==> src/rtl/seq_bus_datapath.sv <==
// Single-bus register-transfer datapath with a built-in microsequencer.
// Each accepted command steps through T_A (Ra->Y), T_B (Y op Rb -> Z), T_W (Z or short-op source -> dest).
module seq_bus_datapath #(
  parameter  int WIDTH    = 32,
  parameter  int NUM_REGS = 16,
  parameter  bit ZERO_R0  = 1'b1,
  localparam int AW       = $clog2(NUM_REGS)
) (
  input  logic             clk,
  input  logic             clr,
  input  logic             cmd_valid,
  output logic             cmd_ready,
  input  logic [3:0]       cmd_op,
  input  logic [AW-1:0]    cmd_rd,
  input  logic [AW-1:0]    cmd_ra,
  input  logic [AW-1:0]    cmd_rb,
  input  logic [WIDTH-1:0] cmd_imm,
  input  logic [WIDTH-1:0] inport_data,
  output logic [WIDTH-1:0] outport_output,
  output logic [WIDTH-1:0] hi_out,
  output logic [WIDTH-1:0] lo_out,
  output logic [WIDTH-1:0] bus_contents,
  output logic             done,
  output logic             err
);

  localparam int SW = $clog2(WIDTH);

  typedef enum logic [1:0] {IDLE, T_A, T_B, T_W} state_t;

  typedef enum logic [3:0] {
    OP_ADD  = 4'd0,  OP_SUB  = 4'd1,  OP_AND  = 4'd2,  OP_OR   = 4'd3,
    OP_SHL  = 4'd4,  OP_SHR  = 4'd5,  OP_SRA  = 4'd6,  OP_MUL  = 4'd7,
    OP_MOVI = 4'd8,  OP_IN   = 4'd9,  OP_OUT  = 4'd10, OP_MFHI = 4'd11,
    OP_MFLO = 4'd12
  } op_t;

  state_t           state;
  op_t              op_q;
  logic [AW-1:0]    rd_q, ra_q, rb_q;
  logic [WIDTH-1:0] imm_q;

  logic [WIDTH-1:0] regs [NUM_REGS];
  logic [WIDTH-1:0] y, z_hi, z_lo, hi, lo, outport;
  logic [WIDTH-1:0] bus, ra_val, rb_val, alu_hi, alu_lo;
  logic [2*WIDTH-1:0] prod;

  logic cmd_short, cmd_illegal;

  assign cmd_short      = (cmd_op >= 4'd8) && (cmd_op <= 4'd12);
  assign cmd_illegal    = (cmd_op >= 4'd13);
  assign cmd_ready      = (state == IDLE);
  assign outport_output = outport;
  assign hi_out         = hi;
  assign lo_out         = lo;
  assign bus_contents   = bus;

  always_comb begin
    ra_val = regs[ra_q];
    rb_val = regs[rb_q];
    if (ZERO_R0 && ra_q == '0) ra_val = '0;
    if (ZERO_R0 && rb_q == '0) rb_val = '0;
  end

  always_comb begin
    bus = '0;
    case (state)
      T_A: bus = ra_val;
      T_B: bus = rb_val;
      T_W: begin
        case (op_q)
          OP_MOVI: bus = imm_q;
          OP_IN:   bus = inport_data;
          OP_OUT:  bus = ra_val;
          OP_MFHI: bus = hi;
          OP_MFLO: bus = lo;
          default: bus = z_lo;
        endcase
      end
      default: bus = '0;
    endcase
  end

  // ALU sees Y as operand A and the bus (Rb in T_B) as operand B.
  always_comb begin
    alu_lo = '0;
    alu_hi = '0;
    prod   = '0;
    case (op_q)
      OP_ADD: alu_lo = y + bus;
      OP_SUB: alu_lo = y - bus;
      OP_AND: alu_lo = y & bus;
      OP_OR:  alu_lo = y | bus;
      OP_SHL: alu_lo = y << bus[SW-1:0];
      OP_SHR: alu_lo = y >> bus[SW-1:0];
      OP_SRA: alu_lo = $signed(y) >>> bus[SW-1:0];
      OP_MUL: begin
        prod   = $signed({{WIDTH{y[WIDTH-1]}}, y}) * $signed({{WIDTH{bus[WIDTH-1]}}, bus});
        alu_hi = prod[2*WIDTH-1:WIDTH];
        alu_lo = prod[WIDTH-1:0];
      end
      default: alu_lo = '0;
    endcase
  end

  always_ff @(posedge clk) begin
    if (clr) begin
      state   <= IDLE;
      done    <= 1'b0;
      err     <= 1'b0;
      op_q    <= OP_ADD;
      rd_q    <= '0;
      ra_q    <= '0;
      rb_q    <= '0;
      imm_q   <= '0;
      y       <= '0;
      z_hi    <= '0;
      z_lo    <= '0;
      hi      <= '0;
      lo      <= '0;
      outport <= '0;
      for (int unsigned i = 0; i < NUM_REGS; i++) regs[i] <= '0;
    end else begin
      done <= 1'b0;
      err  <= 1'b0;
      case (state)
        IDLE: begin
          if (cmd_valid) begin
            op_q  <= op_t'(cmd_op);
            rd_q  <= cmd_rd;
            ra_q  <= cmd_ra;
            rb_q  <= cmd_rb;
            imm_q <= cmd_imm;
            if (cmd_illegal) begin
              done <= 1'b1;
              err  <= 1'b1;
            end else if (cmd_short) begin
              state <= T_W;
            end else begin
              state <= T_A;
            end
          end
        end
        T_A: begin
          y     <= bus;
          state <= T_B;
        end
        T_B: begin
          z_hi  <= alu_hi;
          z_lo  <= alu_lo;
          state <= T_W;
        end
        T_W: begin
          done  <= 1'b1;
          state <= IDLE;
          case (op_q)
            OP_OUT: outport <= bus;
            OP_MUL: begin
              hi <= z_hi;
              lo <= z_lo;
            end
            default: begin
              if (!(ZERO_R0 && rd_q == '0)) regs[rd_q] <= bus;
            end
          endcase
        end
        default: state <= IDLE;
      endcase
    end
  end

endmodule

==> config.mk <==
export PLATFORM = sky130hd
export DESIGN_NAME = seq_bus_datapath
export DESIGN_NICKNAME = d
export VERILOG_FILES = /design/src/rtl/seq_bus_datapath.sv
export SDC_FILE = /design/constraint.sdc
export NUM_CORES = 2
export LEC_CHECK = 0
export BUFFER_PORTS_ARGS = -buffer_cell sky130_fd_sc_hd__buf_2
export CORE_MARGIN = 5
export CORE_UTILIZATION = 45
export CTS_CLUSTER_SIZE = 24
export DETAILED_ROUTE_END_ITERATION = 8
export MAX_ROUTING_LAYER = met4
export RECOVER_POWER = 50
export SYNTH_ARGS = -nofsm -noshare
export SYNTH_HDL_FRONTEND = slang
export SYNTH_SLANG_ARGS = --single-unit
export TNS_END_PERCENT = 100
==> constraint.sdc <==
create_clock -name clk -period 14.8 [get_ports clk]
set_input_delay 1.48 -clock clk [delete_from_list [all_inputs] [get_ports clk]]
set_output_delay 1.48 -clock clk [all_outputs]
set_load 0.02 [all_outputs]
==> Word level (Yosys, flattened, before mapping) <==
Memory sizes are Yosys's and may differ from the RTL's. A register that Yosys moved wholly into a read port is not among the register bits.
Index checks and enable logic that the tools add are counted.
{ "totals": {"in_bits": 83, "ramBits": 512, "wordCells": 84, "mem_count": 1, "ff_bits": 244, "output_inout_bits": 131} }
{ "memory_table": {"columns": ["name", "words", "width", "rd", "rd_clocked_by_memory_dff", "write_ports", "line_no", "source"], "rows": [
  ["regs", 16, 32, 2, 2, 16, "43", "logic [WIDTH-1:0] regs [NUM_REGS];"]
]} }
{ "op_classes": {"n_eq_ne": 17, "n_addsub": 2, "n_bitwise": 3, "muxes": 27, "n_shift": 3, "order_cmp": 3, "n_mul": 1, "n_reduce_logical": 13} }
{ "op_table": {"columns": ["op", "n"], "rows": [
  ["$pmux 32 s8", 1],
  ["$pmux 32 s5", 1],
  ["$mux 32", 4],
  ["$pmux 32 s3", 1],
  ["$mul 32x32->64", 1],
  ["$add 32x32->32", 1],
  ["$and 32x32->32", 1],
  ["$or 32x32->32", 1],
  ["$reduce_or 32->1", 1],
  ["$shl 32x5->32", 1],
  ["$shr 32x5->32", 1],
  ["$sshr 32x5->32", 1],
  ["$sub 32x32->32", 1],
  ["$eq 4x4->1 const B", 5],
  ["$mux 4", 5],
  ["$eq 4x3->1 const B", 4],
  ["$logic_not 4->1", 4],
  ["$mux 1", 10],
  ["$eq 4x2->1 const B", 2],
  ["$ge 4x4->1 const B", 2],
  ["$pmux 2 s4", 1],
  ["$reduce_and 2->1", 4],
  ["$mux 2", 3],
  ["$eq 2x2->1 const B", 2],
  ["9 further kinds", 11]
]} }

==> Longest topological paths before layout <==
{ "logic_depth": {"ltp_word": 8, "depth_mapped": 45, "mapped_depth_nobuf": 38} }

==> Worst setup path after synthesis <==
Ideal clock, no wire load.
{ "synth_path": {"path_kind": "input to register", "from": "input inport_data[2]", "to": "register z_hi[19]", "path_slack_ns": 4.088, "path_buffers": 5, "cell_stages": 36, "required_ns": 14.678, "arrival_time_ns": 10.590, "setup_time_ns": 0.122, "path_cell_list": "a221o_1 a221oi_1 a31oi_1 nor2_1 inv_2 buf_4 buf_2 buf_2 clkbuf_1 clkbuf_1 and2_1 fa_1 fa_1 inv_1 fa_1 fa_1 inv_1 fa_1 inv_1 fa_1 inv_1 fa_1 fa_1 ha_1 a21o_1 a21o_1 a21o_1 a31oi_1 o21ai_0 a41o_1 a221oi_1 o21ai_0 a311oi_1 o21ai_0 mux2i_1 a221o_1"} }
{ "synth_via": {"elab_chain_len": 4} }
{ "synth_rtl": {"columns": ["item", "line_no", "source"], "rows": [
  ["start, declared", "18", "input logic [WIDTH-1:0] inport_data,"],
  ["$pmux 32 s5", "71", "case (op_q)"],
  ["$pmux 32 s3", "67", "case (state)"],
  ["$mul 32x32->64", "98", "prod = $signed({{WIDTH{y[WIDTH-1]}}, y}) * $signed({{WIDTH{bus[WIDTH-1]}}, bus});"],
  ["$mux 32", "89", "case (op_q)"],
  ["end signal, assigned", "149", "z_hi <= alu_hi;"],
  ["end, declared", "44", "logic [WIDTH-1:0] y, z_hi, z_lo, hi, lo, outport;"]
]} }
No other way between the ends.
A chain may end at the register's enable or synchronous reset.

==> Worst setup path after layout <==
{ "layout_path": {"from": "register state[0]", "to": "register z_hi[25]"} }
{ "layout_via": {"elab_chain_len": 4, "elab_cells_between_ends": 6, "cone_classes": "mul: 1; eq/ne: 3; mux: 2"} }
{ "layout_rtl": {"columns": ["item", "line_no", "source"], "rows": [
  ["start, declared", "38", "state_t state;"],
  ["start signal, assigned", "108", "state <= IDLE;"],
  ["start signal, assigned", "138", "state <= T_W;"],
  ["start signal, assigned", "140", "state <= T_A;"],
  ["$eq 2x2->1 (tied with other cells)", "67", null],
  ["$pmux 32 s3", "67", null],
  ["$mul 32x32->64", "98", null],
  ["$mux 32", "89", null]
]} }
Parallel ways exist; a longest one is shown, timed or not.

==> impl_metrics.ini <==
[outcome]
status = finished, violations left
violations = max-capacitance violations, max-slew violations

[floorplan]
die_y_um = 431
initial_utilization = 0.452
fp.coreArea_um2 = 176000
rows = 154
die_area_um2 = 186000
die_x_um = 431
io_pins = 214

[grt]
grt_pass1_wl_um = 459000
grt_pass1_vias = 66200
track_usage = 0.347
antenna_found_initial = 21
overflow = 0
grt_max_degree = 85

[power]
ir_drop_uv = 133
totalPowerFinal_uw = 10900
p_leak_uw = 0.0361
p_per_area_nw_per_um2 = 127

[synth]
synth.distinct_cells = 96
synth_compound_area_frac = 0.0953
synth-seq-cells = 764
synthAdderAreaFrac = 0.307
synth_edf_count = 512
synth_most_common_cell = fa_1
synth_area_leader_cell = fa_1
ys_async_sr_fraction = 0
synth_top_family_by_area = adder cells
synth.area.top_cells = fa_1, edfxtp_1, mux4_2
muxShareOfSynthArea = 0.0983
synth_area_per_cell_um2 = 9.89
synth_top_area_share = 0.272
synth-simple-area-share = 0.146
ys.flop_type = edfxtp_1
yosys-top-cells-count = fa_1, inv_1, nand2_1
syn_inst = 8053
netlist_area_um2 = 79700
synth_warnings = 0
ys_seq_area_frac = 0.256
synthXorXnorAreaFrac = 0.0136

[detailed_routing]
firstDrtPassIters = 9
ant_nets = 0
routed_via_density = 6.15
dr.first_iter.drc_count = 7140
route.detailed.drc = 0
wl_um = 315000
wl_per_cell_um = 30.3
vias = 64000

[worst_setup_path]
crit_type = reg2reg
reg2reg_to = z_hi[25]$_SDFFE_PP0P_
critPathLaunch = state[0]$_SDFFE_PP0P_
critPathMaxFanout = 31
crit_path_end = z_hi[25]$_SDFFE_PP0P_
r2r_cells = 32
crit_top_cell = fa_1
worst_setup_path_end_kind = flip-flop
r2r_setup_slack_ns = 1.58
critical_path_depth = 32
required_ns = 15.42
crit_family = adder cells
arrival_ns = 13.84
reg2reg_from = state[0]$_SDFFE_PP0P_
start_kind = flip-flop
cpPeakStageDelay_ns = 1.66
cp_slowest_cell = clkbuf_1
cp_num_buf_inv = 6

[sta]
worst_clock_skew_ns = 0.0704
post-route-min-period_ns = 13.22
max_freq_mhz = 75.6
timing.final.max_slew_violations = 980
finalSetupTns_ns = 0
worstMarginPinSlew_ns = 4.37
hold_ws_ns = 0.453
slew_headroom = -1.91
min_period_over_period = 0.893
hold_violations = 0
rsz0062_at_grt = false
finalSetupViolations = 0

[clock_tree]
postCtsSetupRepairBufs = 0
root_buffer = clkbuf_16
cts_buffer_depth = 3
cts_resized = 0
cts_tree = built
postCtsHoldBufs = 0
cts.clk_slew.worst_paths_ns = 0.07
cts_max_level = 3
cts-buffers-inserted = 84
cts.sinks = 764
clock_latency_ns = 0.72

[job]
cap_violations = 30

[min_path]
hold_path.class = reg2reg

[final_layout]
fillers = 16500
syn_to_final_growth_pct = 7.76
nets = 9373
drive_above_1_share = 0.101

[placed_design]
gp_congestion = 1.07
portBuffers = 213
hpwlAfterDp_um = 228000
cell families after synthesis:
logic type | after synthesis
simple gates | 2527
buf+inv | 1713
fa+ha+maj | 1306
compound gates | 1144
flops | 764
mux | 474
xor+xnor | 124
other cells | 1
flip-flops by register name, indices dropped and copies added (netlist names), 32 cells and up, named ones only:
| signal | flops |
|---|---|
| z_lo | 32 |
| imm_q | 32 |
| lo_out | 32 |
| outport_output | 32 |
| regs | 512 |
| z_hi | 32 |
| hi_out | 32 |
| y | 32 |
metrics by stage:
stage          setup slack [ns]  std cells  instance area [µm²]  utilization
6_report                   1.58      10400                85800        0.487
5_1_grt                    1.41      10400                85800        0.487
4_1_cts                    2.19      10400                86100        0.489
3_5_place_dp               2.11      10200                83400        0.473
3_3_place_gp               2.23      10200                83400        0.473
2_1_floorplan              4.09       8084                79800            -
worst min path at each step:
| stage | startpoint | to | slack (ns) | cells after the start |
|---|---|---|---|---|
| finish | imm_q[22]$_SDFFE_PP0P_ | imm_q[22]$_SDFFE_PP0P_ | 0.45 | 2 |
| global route | imm_q[1]$_SDFFE_PP0P_ | imm_q[1]$_SDFFE_PP0P_ | 0.47 | 2 |
| CTS | outport_output[11]$_SDFFE_PP0P_ | outport_output[11]$_SDFFE_PP0P_ | 0.45 | 2 |
| detailed placement | outport_output[11]$_SDFFE_PP0P_ | outport_output[11]$_SDFFE_PP0P_ | 0.45 | 2 |
| global placement | imm_q[9]$_SDFFE_PP0P_ | imm_q[9]$_SDFFE_PP0P_ | 0.44 | 2 |
| floorplan | imm_q[18]$_SDFFE_PP0P_ | imm_q[18]$_SDFFE_PP0P_ | 0.43 | 2 |
final cells by class:
class	instances	area [µm²]	area share
multi-input cells	5607	53100	0.618
flip-flops and latches	764	20400	0.238
inverters	1084	4070	0.0475
well taps	2340	2930	0.0341
repair buffers	443	2600	0.0303
clock buffers	106	2240	0.0261
clock inverters	46	455	0.00531
diodes	16	40.0	0.000466
routing by layer:
layer	track usage	part of all wire	vias to the layer above	wire length (µm)
met1	0.413	0.36	32600	114000
li1	-	-	26300	-
met5	-	0	-	0
met4	0.229	0.084	0	26600
met2	0.526	0.45	3921	142000
met3	0.0820	0.10	1122	33000
worst min-delay path, stage by stage (launching register included):
cell	delay, ns
dfxtp_1	0.31
nand2_1	0.05
a21oi_1	0.05
power breakdown:
part | leakage [µW] | switching, µW | total [µW] | internal [µW]
Clock | 0.00131 | 976 | 2130 | 1160
Combinational | 0.0275 | 3970 | 6050 | 2080
Sequential | 0.00732 | 273 | 2700 | 2430
Total | 0.0361 | 5220 | 10900 | 5660
layout by cell type, fill, tap and decap left out, types with 89 or more instances in the layout:
| cell type | synthesis | routed |
|---|---|---|
| a21oi_1 | 370 | 370 |
| and2_1 | 403 | 402 |
| buf_2 | 54 | 114 |
| buf_4 | 24 | 198 |
| clkbuf_1 | 500 | 145 |
| dfxtp_1 | 252 | 239 |
| edfxtp_1 | 512 | 512 |
| fa_1 | 1083 | 1083 |
| ha_1 | 223 | 221 |
| inv_1 | 1073 | 1070 |
| mux2i_1 | 212 | 212 |
| mux4_2 | 245 | 245 |
| nand2_1 | 957 | 954 |
| nor2_1 | 700 | 693 |
| nor2b_1 | 183 | 183 |
| o21ai_0 | 166 | 166 |
| xnor2_1 | 89 | 89 |
No activity file was read; power rests on OpenSTA's default activity.
